## src/rtl/nn_weight_loader.sv

```systemverilog
// Framed byte-stream loader for the perceptron weight register file.
// Frames are SYNC, ADDR, W0..W7, BIAS, CHK and are checked by XOR and an idle timeout.
module nn_weight_loader #(
    parameter int              NUM_NEURONS = 8,
    parameter int              NUM_WEIGHTS = 8,
    parameter int              WIDTH       = 8,
    parameter logic [WIDTH-1:0] SYNC_BYTE  = 8'hA5,
    parameter int              TIMEOUT     = 255
) (
    input  logic                                          clk,
    input  logic                                          rst_n,
    input  logic                                          ena,
    input  logic                                          load_valid,
    input  logic [WIDTH-1:0]                              load_data,
    output logic                                          load_ready,
    output logic [NUM_NEURONS*(NUM_WEIGHTS+1)*WIDTH-1:0]  weights_flat,
    output logic [NUM_NEURONS-1:0]                        loaded_mask,
    output logic                                          all_loaded,
    output logic                                          frame_done,
    output logic                                          frame_err,
    output logic [7:0]                                    err_count
);

    localparam int SLOTS = NUM_WEIGHTS + 1;
    localparam int AW    = (NUM_NEURONS > 1) ? $clog2(NUM_NEURONS) : 1;
    localparam int IW    = $clog2(SLOTS + 1);
    localparam int TW    = $clog2(TIMEOUT + 1);

    typedef enum logic [2:0] {
        S_IDLE,
        S_ADDR,
        S_PAYLOAD,
        S_CHECK,
        S_COMMIT
    } state_t;

    state_t             r_state;
    state_t             w_next;
    logic [AW-1:0]      r_row;
    logic               r_addr_bad;
    logic [IW-1:0]      r_idx;
    logic [WIDTH-1:0]   r_xor;
    logic [TW-1:0]      r_tmo;
    logic [WIDTH-1:0]   r_shadow [SLOTS];
    logic [WIDTH-1:0]   r_rows   [NUM_NEURONS][SLOTS];
    logic [NUM_NEURONS-1:0] r_mask;
    logic               r_done;
    logic               r_err;
    logic [7:0]         r_errcnt;

    logic w_ready;
    logic w_acc;
    logic w_in_frame;
    logic w_tmo_hit;
    logic w_chk_ok;
    logic w_fail;

    assign w_ready    = rst_n && (r_state != S_COMMIT);
    assign w_acc      = load_valid && w_ready && ena;
    assign w_in_frame = (r_state == S_ADDR) || (r_state == S_PAYLOAD) ||
                        (r_state == S_CHECK);
    assign w_tmo_hit  = w_in_frame && ena && !w_acc &&
                        (r_tmo == TW'(TIMEOUT - 1));
    assign w_chk_ok   = (load_data == r_xor) && !r_addr_bad;
    assign w_fail     = w_tmo_hit ||
                        ((r_state == S_CHECK) && w_acc && !w_chk_ok);

    always_ff @(posedge clk) begin
        if (!rst_n) begin
            r_state <= S_IDLE;
        end else begin
            r_state <= w_next;
        end
    end

    always_comb begin
        w_next = r_state;
        unique case (r_state)
            S_IDLE: begin
                if (w_acc && (load_data == SYNC_BYTE)) w_next = S_ADDR;
            end
            S_ADDR: begin
                if (w_acc)          w_next = S_PAYLOAD;
                else if (w_tmo_hit) w_next = S_IDLE;
            end
            S_PAYLOAD: begin
                if (w_acc && (r_idx == IW'(NUM_WEIGHTS))) w_next = S_CHECK;
                else if (w_tmo_hit)                      w_next = S_IDLE;
            end
            S_CHECK: begin
                if (w_acc)          w_next = w_chk_ok ? S_COMMIT : S_IDLE;
                else if (w_tmo_hit) w_next = S_IDLE;
            end
            S_COMMIT: w_next = S_IDLE;
            default:  w_next = S_IDLE;
        endcase
    end

    always_ff @(posedge clk) begin
        if (!rst_n) begin
            r_row      <= '0;
            r_addr_bad <= 1'b0;
            r_idx      <= '0;
            r_xor      <= '0;
            r_tmo      <= '0;
            r_mask     <= '0;
            r_done     <= 1'b0;
            r_err      <= 1'b0;
            r_errcnt   <= '0;
            for (int k = 0; k < SLOTS; k++) r_shadow[k] <= '0;
            for (int n = 0; n < NUM_NEURONS; n++)
                for (int k = 0; k < SLOTS; k++) r_rows[n][k] <= '0;
        end else begin
            r_done <= (r_state == S_COMMIT);
            r_err  <= w_fail;
            if (w_fail && (r_errcnt != 8'hFF)) r_errcnt <= r_errcnt + 8'd1;

            // Idle counter only runs while a frame is open and the block is enabled
            if (!w_in_frame || w_acc || w_tmo_hit) r_tmo <= '0;
            else if (ena)                          r_tmo <= r_tmo + TW'(1);

            if ((r_state == S_ADDR) && w_acc) begin
                r_row      <= load_data[AW-1:0];
                r_addr_bad <= (load_data >= WIDTH'(NUM_NEURONS));
                r_xor      <= load_data;
                r_idx      <= '0;
            end

            if ((r_state == S_PAYLOAD) && w_acc) begin
                r_shadow[r_idx] <= load_data;
                r_xor           <= r_xor ^ load_data;
                r_idx           <= r_idx + IW'(1);
            end

            if (r_state == S_COMMIT) begin
                for (int k = 0; k < SLOTS; k++) r_rows[r_row][k] <= r_shadow[k];
                r_mask[r_row] <= 1'b1;
            end
        end
    end

    for (genvar n = 0; n < NUM_NEURONS; n++) begin : g_row
        for (genvar k = 0; k < SLOTS; k++) begin : g_slot
            assign weights_flat[(n*SLOTS+k)*WIDTH +: WIDTH] = r_rows[n][k];
        end
    end

    assign load_ready  = w_ready;
    assign loaded_mask = r_mask;
    assign all_loaded  = &r_mask;
    assign frame_done  = r_done;
    assign frame_err   = r_err;
    assign err_count   = r_errcnt;

endmodule

```

## config.mk

```make
export PLATFORM = sky130hd
export DESIGN_NAME = nn_weight_loader
export DESIGN_NICKNAME = d
export VERILOG_FILES = /design/src/rtl/nn_weight_loader.sv
export SDC_FILE = /design/constraint.sdc
export NUM_CORES = 1
export LEC_CHECK = 0
export ABC_AREA = 1
export CELL_PAD_IN_SITES_DETAIL_PLACEMENT = 0
export CELL_PAD_IN_SITES_GLOBAL_PLACEMENT = 2
export CORE_UTILIZATION = 33
export CTS_CLUSTER_SIZE = 20
export DETAILED_ROUTE_END_ITERATION = 10
export HOLD_SLACK_MARGIN = 0.02
export PLACE_DENSITY = 0.76
export SYNTH_ARGS = -nofsm -noshare
export SYNTH_HDL_FRONTEND = slang
export SYNTH_SLANG_ARGS = --single-unit
```

## constraint.sdc

```tcl
create_clock -name clk -period 3.56 [get_ports clk]
set_input_delay 0.534 -clock clk [delete_from_list [all_inputs] [get_ports clk]]
set_output_delay 0.534 -clock clk [all_outputs]
set_load 0.1 [all_outputs]
```

==> impl_metrics.env <==
export IMPL_clockBufferDepth=3
export IMPL_wl_per_cell_um=24.3
export IMPL_grt_pass1_wl_um=116000
export IMPL_dieWidth_um=278
export IMPL_hp_class="input pin to flip-flop"
export IMPL_start_util_pct=33.5
export IMPL_yosys_warnings=0
export IMPL_drv_slew=0
export IMPL_power_mw=20.1
export IMPL_setup_viol=0
export IMPL_fillCellCount=6675
export IMPL_synth_area_leaders="edfxtp_1 (78%), nor2_1 (10%), dfxtp_1 (3.6%), buf_6 (1.8%), nand2_1 (1.6%)"
export IMPL_maxCapViolCount=0
export IMPL_fmax_ghz=0.346
export IMPL_cpPeakStageDelay_ps=1160
export IMPL_cts_tree="done"
export IMPL_status="completed"
export IMPL_cts_root_buf="clkbuf_16"
export IMPL_path_max_fanout=3
export IMPL_dieArea_mm2=0.0772
export IMPL_netlist_instances=1783
export IMPL_vias_per_cell=4.70
export IMPL_worst_setup_path_start_kind="flip-flop"
export IMPL_drive_gt1_share_pct=7.04
export IMPL_synth_seq_cells=693
export IMPL_clk_pin_slew_ps=60
export IMPL_yosysUniqueCellTypes=32
export IMPL_worstSetupPathType="flip-flop to output port"
export IMPL_port_buffers=607
export IMPL_rsz0062_at_grt="false"
export IMPL_synth_nets=1802
export IMPL_slew_headroom_pct=24.0
export IMPL_synth_top_area_share_pct=77.5
export IMPL_die_h_um=278
export IMPL_routabilityCongestion=0.820
export IMPL_post_route_period_util_pct=81.3
export IMPL_grt_antenna_before_repair=3
export IMPL_post_cts_buffers=0
export IMPL_path_cells="nand4_1, nor2_1, clkdlybuf4s50_1"
export IMPL_finalCriticalPeriod_ps=2890
export IMPL_synth_area_leader_cell="edfxtp_1"
export IMPL_cts_max_level=3
export IMPL_endpoint_kind="output port"
export IMPL_cts_buffers=76
export IMPL_ioPinCount=608
export IMPL_num_vias=16200
export IMPL_drt_iter0_markers=1182
export IMPL_peakVddDrop_mv=0.317
export IMPL_rows=100
export IMPL_drc_errors=0
export IMPL_cts_sinks=693
export IMPL_worst_ep_arrival_time_ps=2360
export IMPL_grt_pass1_vias=15700
export IMPL_skew_ps=16.8
export IMPL_drt_pass1_iter_count=6
export IMPL_yosysSeqAreaShare_pct=81.1
export IMPL_ant_nets=0
export IMPL_wirelength_um=83800
export IMPL_track_usage_pct=21.2
export IMPL_avgSynthCellArea_um2=14.1
export IMPL_power_static_leakage_nw=12.7
export IMPL_cts_resized=0
export IMPL_cp_required_ps=3030
export IMPL_fin_nets=2448
export IMPL_finalHoldViolCount=0
export IMPL_tightest_slew_ps=1140
export IMPL_syn_to_final_growth_pct=38.2
export IMPL_hpwl_um=54800
export IMPL_postCtsHoldBufs=0
export IMPL_fin_tns_setup_ps=0
export IMPL_grt_ovfl_total=0
export IMPL_netlist_area_mm2=0.0251
export IMPL_clock_latency_ps=620
export IMPL_crit_slowest_cell="clkdlybuf4s50_1"
export IMPL_core_area_mm2=0.0748
export IMPL_power_density_mw_per_mm2=578
export IMPL_grt_start_max_net_pins=74
[metrics by stage]
stage	cells	area [um^2]	hold WS [ps]	util [%]	worst slack [ps]
after CTS	3454	34700	165	46.4	615
after floorplan	1783	25100	467	-	336
after global placement	3320	32300	448	43.2	661
final	3455	34700	216	46.4	667
after global routing	3455	34700	201	46.4	581
after detailed placement	3320	32300	459	43.2	567
[layout by cell type, fill, tap and decap left out, types with 3 or more instances in the layout]
cell type and instances:
nor2_1 680, edfxtp_1 648, clkdlybuf4s50_1 605, inv_1 104, nand2_1 92, clkbuf_16 78
dfxtp_1 45, nand3_1 32, buf_4 21, clkbuf_1 19, clkinv_1 17, a21oi_1 17
nand2_4 16, buf_12 13, clkinv_2 11, nor3_1 9, a31oi_1 8, xor2_1 8
ha_1 7, nand2_2 6, inv_2 5, nand4_1 5, bufinv_16 5, nor2_2 4
xnor2_1 4, inv_6 4, o21ai_0 3
[kinds of logic after synthesis]
group	after synthesis	share of synthesized area (%)
AO/OA/AOI/OAI	33	0.748
AND/OR/NAND/NOR	852	13.3
XOR/XNOR	12	0.419
adder cells (fa/ha/maj)	7	0.349
flip-flops	693	81.1
buffers and inverters	186	4.06
[synth_stat cells (all sizes together)]
master and count:
nor2 686, edfxtp 648, nand2 114, inv 109
buf 58, dfxtp 45, nand3 33, a21oi 17
clkbuf 14, nor3 10, a31oi 8, xor2 8
ha 7, nand4 6, clkinv 5, xnor2 4
o21ai 3, a211oi 2, o31ai 2, a22oi 1
nand3b 1, nor4 1, or2 1
[path summary, 6_finish.rpt]
check,from,to,slack [ps],cells past startpoint
hold reg to reg,loaded_mask[3]$_SDFFE_PN0P_,loaded_mask[3]$_SDFFE_PN0P_,470,2
hold / removal,rst_n,err_count[0]$_SDFFE_PN0P_,220,3
setup / recovery,loaded_mask[5]$_SDFFE_PN0P_,all_loaded,670,3
setup reg to reg,r_state[0]$_SDFFE_PN0P_,r_rows[1][24]$_SDFFCE_PN0P_,1110,8
[worst max-delay path: cells and delay by family (launching register included)]
| family | cells | cell delay (ps) |
|---|---|---|
| buf+inv | 1 | 1160 |
| flops | 1 | 370 |
| simple gates | 2 | 210 |
[report_power, final]
group	leakage, nW	switching (mW)	internal, mW
sequential	6.79	0.111	9.19
clock	1.16	3.20	4.40
combinational	4.79	2.66	0.507
[area by class of cell]
class	instances	area, um^2	share of cell area (%)
Timing Repair Buffer	640	6480	18.7
Inverter	114	428	1.23
Sequential cell	693	20400	58.7
Tap cell	969	1210	3.49
Multi-Input combinational cell	904	3840	11.1
Clock buffer	97	2020	5.83
Clock inverter	37	345	0.995
Antenna cell	1	2.50	0.00721
[registers in the layout (all words and copies together), names as in the netlist, 4 cells and up]
name / cells
r_rows: 576
r_shadow: 72
err_count: 8
loaded_mask: 8
r_tmo: 8
r_xor: 8
r_idx: 4
[metal layers]
layer  up-vias  GRT usage (%)  share of wire [%]
li1       7328              -                  -
met1      8158           26.1                 40
met2       603           36.7                 51
met3       138           4.52                5.7
met4         4           7.14                3.1
met5         -              0              0.027
(Power assumes the default switching activity.)
